[src/rtl/seq_gen_pkg.sv]
// Shared definitions for the serial pattern generator and the sequence-detector blocks.
// Holds the pattern width, the FSM state codes and a small pattern-select helper.
package seq_gen_pkg;

    localparam int PAT_W     = 4;
    localparam int BIT_CNT_W = 2;

    localparam logic [BIT_CNT_W-1:0] LAST_BIT = 2'd3;

    typedef enum logic [2:0] {
        ST_IDLE  = 3'b000,
        ST_SHIFT = 3'b001,
        ST_GAP   = 3'b010,
        ST_DONE  = 3'b011
    } state_e;

    function automatic logic [PAT_W-1:0] pick_pattern(
        input logic             sel_bit,
        input logic [PAT_W-1:0] pat_a,
        input logic [PAT_W-1:0] pat_b
    );
        return sel_bit ? pat_b : pat_a;
    endfunction

endpackage

[src/rtl/seq_shreg.sv]
// Loadable left shift register; the MSB is the bit currently presented on the serial line.
module seq_shreg
    import seq_gen_pkg::*;
(
    input  logic             clk,
    input  logic             rst_n,
    input  logic             srst,
    input  logic             load,
    input  logic             shift_en,
    input  logic [PAT_W-1:0] din,
    output logic             msb
);

    logic [PAT_W-1:0] data_r;

    // Pattern storage: load has priority over shifting; zeros fill from the right.
    always_ff @(posedge clk or negedge rst_n) begin
        if (!rst_n) begin
            data_r <= {PAT_W{1'b0}};
        end else if (srst) begin
            data_r <= {PAT_W{1'b0}};
        end else if (load) begin
            data_r <= din;
        end else if (shift_en) begin
            data_r <= {data_r[PAT_W-2:0], 1'b0};
        end else begin
            data_r <= data_r;
        end
    end

    assign msb = data_r[PAT_W-1];

endmodule

[src/rtl/seq_gen.sv]
// Serial pattern generator: sends PAT_A or PAT_B MSB first, 1..4 times with a one-cycle
// idle gap between repetitions, then a one-cycle done pulse.
module seq_gen
    import seq_gen_pkg::*;
#(
    parameter logic [PAT_W-1:0] PAT_A      = 4'b1101,
    parameter logic [PAT_W-1:0] PAT_B      = 4'b0010,
    parameter logic             IDLE_LEVEL = 1'b0
)
(
    input  logic       clk,
    input  logic       reset,
    input  logic       start,
    input  logic       sel,
    input  logic [1:0] reps,
    input  logic       abort,
    output logic       w,
    output logic       busy,
    output logic       done,
    output logic [2:0] sLED
);

    state_e                 state_r;
    state_e                 state_nxt_s;
    logic [BIT_CNT_W-1:0]   bit_cnt_r;
    logic [1:0]             rep_cnt_r;
    logic                   sel_r;
    logic                   accept_s;
    logic                   load_s;
    logic                   shift_en_s;
    logic                   clr_s;
    logic [PAT_W-1:0]       load_data_s;
    logic                   msb_s;

    // Next-state and datapath control; abort overrides everything, illegal codes fall back to IDLE.
    always_comb begin
        state_nxt_s = state_r;
        accept_s    = 1'b0;
        load_s      = 1'b0;
        shift_en_s  = 1'b0;
        clr_s       = 1'b0;
        load_data_s = PAT_A;
        if (abort) begin
            state_nxt_s = ST_IDLE;
            clr_s       = 1'b1;
        end else begin
            case (state_r)
                ST_IDLE: begin
                    if (start) begin
                        state_nxt_s = ST_SHIFT;
                        accept_s    = 1'b1;
                        load_s      = 1'b1;
                        load_data_s = pick_pattern(sel, PAT_A, PAT_B);
                    end else begin
                        state_nxt_s = ST_IDLE;
                    end
                end
                ST_SHIFT: begin
                    shift_en_s = 1'b1;
                    if (bit_cnt_r == LAST_BIT) begin
                        if (rep_cnt_r != 2'd0) begin
                            state_nxt_s = ST_GAP;
                        end else begin
                            state_nxt_s = ST_DONE;
                        end
                    end else begin
                        state_nxt_s = ST_SHIFT;
                    end
                end
                ST_GAP: begin
                    state_nxt_s = ST_SHIFT;
                    load_s      = 1'b1;
                    load_data_s = pick_pattern(sel_r, PAT_A, PAT_B);
                end
                ST_DONE: begin
                    state_nxt_s = ST_IDLE;
                end
                default: begin
                    state_nxt_s = ST_IDLE;
                    clr_s       = 1'b1;
                end
            endcase
        end
    end

    // State register.
    always_ff @(posedge clk or negedge reset) begin
        if (!reset) begin
            state_r <= ST_IDLE;
        end else begin
            state_r <= state_nxt_s;
        end
    end

    // Bit counter, repeat counter and latched select; sel/reps only sampled on an accepted start.
    always_ff @(posedge clk or negedge reset) begin
        if (!reset) begin
            bit_cnt_r <= 2'b00;
            rep_cnt_r <= 2'b00;
            sel_r     <= 1'b0;
        end else if (clr_s) begin
            bit_cnt_r <= 2'b00;
            rep_cnt_r <= 2'b00;
            sel_r     <= 1'b0;
        end else begin
            if (load_s) begin
                bit_cnt_r <= 2'b00;
            end else if (shift_en_s) begin
                bit_cnt_r <= bit_cnt_r + 2'd1;
            end else begin
                bit_cnt_r <= bit_cnt_r;
            end
            if (accept_s) begin
                rep_cnt_r <= reps;
                sel_r     <= sel;
            end else if (shift_en_s && (bit_cnt_r == LAST_BIT) && (rep_cnt_r != 2'd0)) begin
                rep_cnt_r <= rep_cnt_r - 2'd1;
                sel_r     <= sel_r;
            end else begin
                rep_cnt_r <= rep_cnt_r;
                sel_r     <= sel_r;
            end
        end
    end

    seq_shreg u_shreg (
        .clk      (clk),
        .rst_n    (reset),
        .srst     (clr_s),
        .load     (load_s),
        .shift_en (shift_en_s),
        .din      (load_data_s),
        .msb      (msb_s)
    );

    // Output decode from registered state and shift-register MSB only.
    always_comb begin
        w    = IDLE_LEVEL;
        busy = 1'b0;
        done = 1'b0;
        sLED = state_r;
        case (state_r)
            ST_SHIFT: begin
                w    = msb_s;
                busy = 1'b1;
            end
            ST_GAP: begin
                busy = 1'b1;
            end
            ST_DONE: begin
                done = 1'b1;
            end
            default: begin
                w    = IDLE_LEVEL;
                busy = 1'b0;
                done = 1'b0;
            end
        endcase
    end

endmodule

[config.mk]
export PLATFORM = sky130hd
export DESIGN_NAME = seq_gen
export DESIGN_NICKNAME = d
export VERILOG_FILES = /design/src/rtl/seq_gen_pkg.sv /design/src/rtl/seq_shreg.sv /design/src/rtl/seq_gen.sv
export SDC_FILE = /design/constraint.sdc
export NUM_CORES = 1
export LEC_CHECK = 0
export CAP_MARGIN = 20
export CORE_AREA = 2 2 39 41
export CTS_CLUSTER_DIAMETER = 100
export DETAILED_ROUTE_END_ITERATION = 10
export DIE_AREA = 0 0 41 43
export DONT_BUFFER_PORTS = 1
export PLACE_DENSITY_LB_ADDON = 0.05
export SLEW_MARGIN = 20
export SYNTH_ARGS = -nofsm -noshare
export SYNTH_HDL_FRONTEND = slang
export SYNTH_HIERARCHICAL = 1
export SYNTH_SLANG_ARGS = --single-unit
[constraint.sdc]
create_clock -name clk -period 3.75 [get_ports clk]
set_input_delay 0.5625 -clock clk [delete_from_list [all_inputs] [get_ports clk]]
set_output_delay 0.5625 -clock clk [all_outputs]
set_load 0.005 [all_outputs]
==> results.toml, run 1 <==
[run_status]
status = "completed"

[route]
routed_wirelength_mm = 1.34
viasPerCell = 5.66
vias = 504
post_drt_wl_per_cell_um = 15.1
ant_nets = 0
drt_iter0_markers = 3
dr.pass1.iters = 2
drcViolationCount = 0

[cells_and_area]
diodes = 0
final_nets = 87
final_core_util = 0.543
instances_no_fill = 89
drive_gt1_frac = 0.0685
syn_to_final_growth_pct = 4.52

[sta]
report.final.slew_viol_count = 0
worst_slew_pin_slew_ns = 0.496
hold_viol = 0
timing.setup.tns_ns = 0
slew_headroom = 0.668
clock_skew_ns = 0.00668
rsz0062_at_grt = "no"
post-route-period-util = 0.504
post-route-min-period_ns = 1.89
fmaxAchievable_mhz = 529
holdWs_ns = 0.351
fin_ws_ns = 1.86
final-setup-viol-count = 0

[synth]
synth_top_family_by_area = "simple AND/OR/NAND/NOR gates"
synth-main-ff-cell = "dfrtp_1"
avgSynthCellArea_um2 = 10.1
yosys-top-cells-area = "dfrtp_1 38%, ha_1 10%, mux2i_1 8.3%, a211oi_1 5.2%, o41ai_4 3.8%"
syn_nets = 84
synth-xor-area-share = 0.0243
netlist_area_um2 = 719
synth-compound-area-share = 0.148
ys_seq_area_frac = 0.383
synth_cell_type_count = 27
synthTopCellsByCount = "11 x dfrtp_1, 6 x ha_1, 6 x inv_1, 6 x mux2i_1, 5 x a211oi_1"
synth-edff-count = 0
synth_fa_ha_area_frac = 0.104
synth_warnings = 6
synth_most_common_cell = "dfrtp_1"
synthMuxAreaShare = 0.0835
ys_ff_latch = 11
netlist_instances = 71
synth_top_cell_by_area = "dfrtp_1"
ys_async_sr_fraction = 1.00
synthSimpleGateAreaFrac = 0.188
synth_top_area_share = 0.383

[hold_path]
holdCritStartpoint = "abort"
min_path_type = "primary input to flop"
hold_depth = 1
holdPathEnd = "bit_cnt_r[0]"

[cts]
cts_tree = "built"
clk_latency_ns = 0.28
cts.repair.resized = 0
cts_setup_buffers = 0
holdBufCountCts = 1
cts_sinks = 11
cts_inserted_buffers = 3
clkTransAtPathRegs_ns = 0.07
htreeDepth = 1
cts_root_buffer = "clkbuf_4"
clk_path_buf_depth = 2

[critical_path]
arrival_ns = 1.33
worstPathMaxFanout = 6
worst_ep_required_time_ns = 3.19
rrSetupSlack_ns = 1.88
critical-path-max-stage-delay_ns = 0.43
slowest_stage = "dfrtp_1"
end_kind = "output pin"
start_kind = "flop"
reg2reg_to = "u_shreg/data_r[0]"
critical_path_class = "flop to output pin"
path_cells = "inv_1 > ha_1 > and2_1"
crit_path_start = "sLED[1]"
reg2reg_depth = 6
r2r_start = "sLED[0]"

[global_routing]
grt-busiest-layer = "met2"
grt_pass1_wl_mm = 2.19
gr-usage-met2 = 0.300
use_met1 = 0.225
grt_pass1_vias = 522
grt.total_usage = 0.195
grt_start_max_net_pins = 12
met3_usage = 0.0576
antenna_found_initial = 0
grt.overflow.total = 0

[floorplan]
die_h_um = 43
core_um2 = 1380
start_util = 0.520
rows = 14
die_x_um = 41
io_pins = 13
die-area_um2 = 1760

[power_and_ir_drop]
ir_worst_vdd_v = 0.000221
leakage_nw = 0.331
power-per-cell-area_nw_per_um2 = 339
p_seq_frac = 0.504
p_sw_w = 0.0000709
clkPwrFrac = 0.331
netSwitchingFraction = 0.278
internal-power_w = 0.000184
p_comb_frac = 0.165

[placed_design]
place.gp.congestion = 0.700
io_buffers = 0
dp_hpwl_mm = 1.03
place_inst = 84
post-place-ws_ns = 1.87

[run]
cap_violations = 0
layer usage:
| layer | routed length [µm] | share of wire | vias up |
|---|---|---|---|
| met1 | 563 | 0.42 | 238 |
| li1 | - | - | 252 |
| met2 | 679 | 0.51 | 10 |
| met3 | 69 | 0.051 | 4 |
| met5 | 0 | 0 | - |
| met4 | 28 | 0.021 | 0 |
power by group through the flow:
stage | registers, W | logic (W) | clock network (W)
after CTS | 0.000129 | 0.0000426 | 0.0000846
after detailed placement | 0.000131 | 0.0000392 | 0
after global routing | 0.000129 | 0.0000476 | 0.0000886
final | 0.000129 | 0.0000421 | 0.0000845
after floorplan | 0.000130 | 0.0000359 | 0
after global placement | 0.000131 | 0.0000387 | 0
cells in the final DEF, fill, tap and decap left out:
cell            n
a32oi_1         1
nor3_1          3
o41ai_4         1
nand2b_1        2
o21ai_0         1
and2b_4         1
nor4_1          2
and3b_1         1
xnor2_1         2
mux2i_1         6
ha_1            6
inv_1           6
conb_1          1
a21oi_1         4
and2_1          2
a211oi_1        5
nand3b_1        1
nor2b_1         3
dfrtp_1        11
nor2_1          2
nand2_1         4
or3b_1          1
a21o_1          1
clkbuf_4        3
nand4_1         1
dlygate4sd3_1   1
clkbuf_1        1
flip-flops by register name, summed over array words and instances, names as in the netlist:
name / cells
bit_cnt_r: 2
rep_cnt_r: 2
sLED: 2
sel_r: 1
u_shreg/data_r: 4
critical path, delay by kind of cell (launching register included):
family | cells | cell delay (ns)
adders and majority gates | 1 | 0.32
buffers and inverters | 1 | 0.10
DFF | 1 | 0.43
and+or+nand+nor | 1 | 0.20
kinds of logic (layout without fill, tap and decap cells):
kind of cell	after synthesis	after routing
adder cells (fa/ha/maj)	6	6
flip-flops	11	11
XOR/XNOR	2	2
other	1	1
buffers and inverters	9	11
AND/OR/NAND/NOR	23	23
multiplexers	6	6
AO/OA/AOI/OAI	13	13
final cells by class:
type | instances | area (µm²)
multi-input combinational | 51 | 398
timing repair buffer | 1 | 10.0
clock buffer | 4 | 26.3
inverter | 6 | 22.5
fill | 130 | 632
sequential | 11 | 275
tap | 16 | 20.0
stage by stage:
stage / cell area, µm² / power, W
finish: 752 / 0.000255
global route: 752 / 0.000266
CTS: 752 / 0.000256
detailed placement: 716 / 0.000170
global placement: 716 / 0.000169
floorplan: 719 / 0.000166
how the worst max path moves through the flow:
stage,end,slack [ns],cells after the start
final,w,1.86,3
after detailed placement,u_shreg/data_r[0],1.87,6
after CTS,u_shreg/data_r[0],1.86,6
after global placement,u_shreg/data_r[0],1.97,6
after floorplan,u_shreg/data_r[0],2.02,7
after global routing,u_shreg/data_r[0],1.78,6
Power figures use the tool's default switching activity.
==> run 2, diff against run 1 <==
==> constraint.sdc (replaced) <==
create_clock -name clk -period 1.95 [get_ports clk]
set_input_delay 0.2925 -clock clk [delete_from_list [all_inputs] [get_ports clk]]
set_output_delay 0.2925 -clock clk [all_outputs]
set_load 0.005 [all_outputs]
==> run 2 against run 1 <==
Compared with the run above: global-route usage is 1.2 points lower; combinational power is 95% higher; critical path type is now flop to flop; core utilization is 1.1 points higher; design area is 2.0% higher; highest routed layer unchanged; largest power group unchanged; power is 90% higher.
==> results.toml, run 2 (same netlist as run 1, synthesis figures left out) <==
[cts]
clkTransAtPathRegs_ns = 0.07
cts_tree = "built"
cts_inserted_buffers = 3
cts.repair.resized = 0
clk_latency_ns = 0.27
clk_path_buf_depth = 2
htreeDepth = 1
cts_sinks = 11
cts_root_buffer = "clkbuf_4"

[cells_and_area]
largest_register = "u_shreg/data_r"
syn_to_final_growth_pct = 6.61
instances_no_fill = 91
final_area_um2 = 767
drive_gt1_frac = 0.0933
final_core_util = 0.554
largest_reg_flops = 4
final_nets = 89
diodes = 0
layout_commonest_cell = "dfrtp_1"
final_cell_mix = "11 x dfrtp_1, 6 x inv_1, 6 x mux2i_1, 6 x ha_1, 5 x a211oi_1"

[run]
cap_violations = 0

[sta]
post-route-min-period_ns = 1.72
clock_skew_ns = 0.00572
final-setup-viol-count = 0
rsz0062_at_grt = "no"
hold_viol = 0
report.final.slew_viol_count = 0
holdWs_ns = 0.0925
post-route-period-util = 0.880
fmaxAchievable_mhz = 583
timing.setup.tns_ns = 0

[critical_path]
slowest_stage = "dfrtp_1"
reg2reg_to = "u_shreg/data_r[0]"
rrSetupSlack_ns = 0.23
path_cells = "inv_1 > ha_1 > a21o_1 > and2_1 > or3b_1 > a21oi_1"
reg2reg_depth = 6
arrival_ns = 1.91
worst_ep_required_time_ns = 2.15
end_kind = "flop"
worstPathMaxFanout = 6
start_kind = "flop"
critical-path-max-stage-delay_ns = 0.41
r2r_start = "sLED[0]"
critical_path_class = "flop to flop"

[placed_design]
place_inst = 86
place_area_um2 = 731
io_buffers = 0
place.gp.congestion = 0.737
dp_hpwl_um = 968

[global_routing]
grt.overflow.total = 0
antenna_found_initial = 0
grt_pass1_vias = 500
grt_pass1_wl_mm = 2.10
grt_start_max_net_pins = 12
grt.total_usage = 0.183

[floorplan]
die-area_um2 = 1760
rows = 14
die_h_um = 43
io_pins = 13
start_util = 0.520
core_um2 = 1380
die_x_um = 41

[hold_path]
hold_depth = 1
min_path_type = "primary input to flop"
holdCritStartpoint = "abort"
holdPathEnd = "sLED[0]"

[route]
vias = 508
ant_nets = 0
wl_met1_um = 596
drcViolationCount = 0
top_layer_used = "met4"
viasPerCell = 5.58
dr.pass1.iters = 3
dr_wl_met3_um = 54
routed_wirelength_mm = 1.27
drt_iter0_markers = 7
route.met2.wl_um = 592
post_drt_wl_per_cell_um = 14.0

[power_and_ir_drop]
ir_worst_vdd_v = 0.000288
leakage_nw = 0.341
power-per-cell-area_nw_per_um2 = 631

[run_status]
status = "completed"
-- run 2: cell types whose count changed in the layout (fill, tap and decap cells not counted), sizes merged --
| cell | previous run | this run |
|---|---|---|
| buf | 0 | 2 |
-- run 2: worst max-delay path by stage --
stage	end	depth (start not counted)	slack (ns)	start
finish	u_shreg/data_r[0]	6	0.23	sLED[0]
global placement	u_shreg/data_r[0]	6	0.30	sLED[0]
global route	u_shreg/data_r[0]	6	0.09	sLED[0]
CTS	u_shreg/data_r[0]	6	0.24	sLED[0]
floorplan	u_shreg/data_r[0]	7	0.22	sLED[0]
detailed placement	u_shreg/data_r[0]	6	0.24	sLED[0]
-- run 2: area by class of cell --
type | count | area [µm²]
Fill cell | 137 | 617
Multi-Input combinational cell | 51 | 398
Sequential cell | 11 | 275
Clock buffer | 4 | 26.3
Timing Repair Buffer | 3 | 25.0
Inverter | 6 | 22.5
Tap cell | 16 | 20.0
-- run 2: layer usage --
| layer | up-vias | global-route usage |
|---|---|---|
| li1 | 257 | - |
| met1 | 236 | 0.231 |
| met2 | 11 | 0.272 |
| met3 | 4 | 0.0314 |
| met4 | 0 | 0.120 |
| met5 | - | 0 |
-- run 2: stage by stage --
stage | power, W | setup slack, ns
after floorplan | 0.000319 | 0.224
after global placement | 0.000327 | 0.299
after detailed placement | 0.000328 | 0.238
after CTS | 0.000490 | 0.239
after global routing | 0.000509 | 0.0858
final | 0.000484 | 0.235
-- run 2: power by group --
group          leakage (nW)  internal, W  switching (W)  total (W)
Sequential            0.149     0.000240     0.00000683   0.000247
Clock                0.0150    0.0000792      0.0000758   0.000155
Combinational         0.177    0.0000368      0.0000454  0.0000821
-- run 2: worst max-delay path, delay by kind of cell (launching register included) --
family	cells	cell delay, ns
buffers and inverters	1	0.08
adder cells (fa/ha/maj)	1	0.22
AND/OR/NAND/NOR	2	0.61
flip-flops	1	0.41
AO/OA/AOI/OAI	2	0.34
-- run 2: timing repair --
action	4_1_cts	5_1_grt
hold buffers	1	0
hold endpoints to repair	11	0
setup buffers	0	0
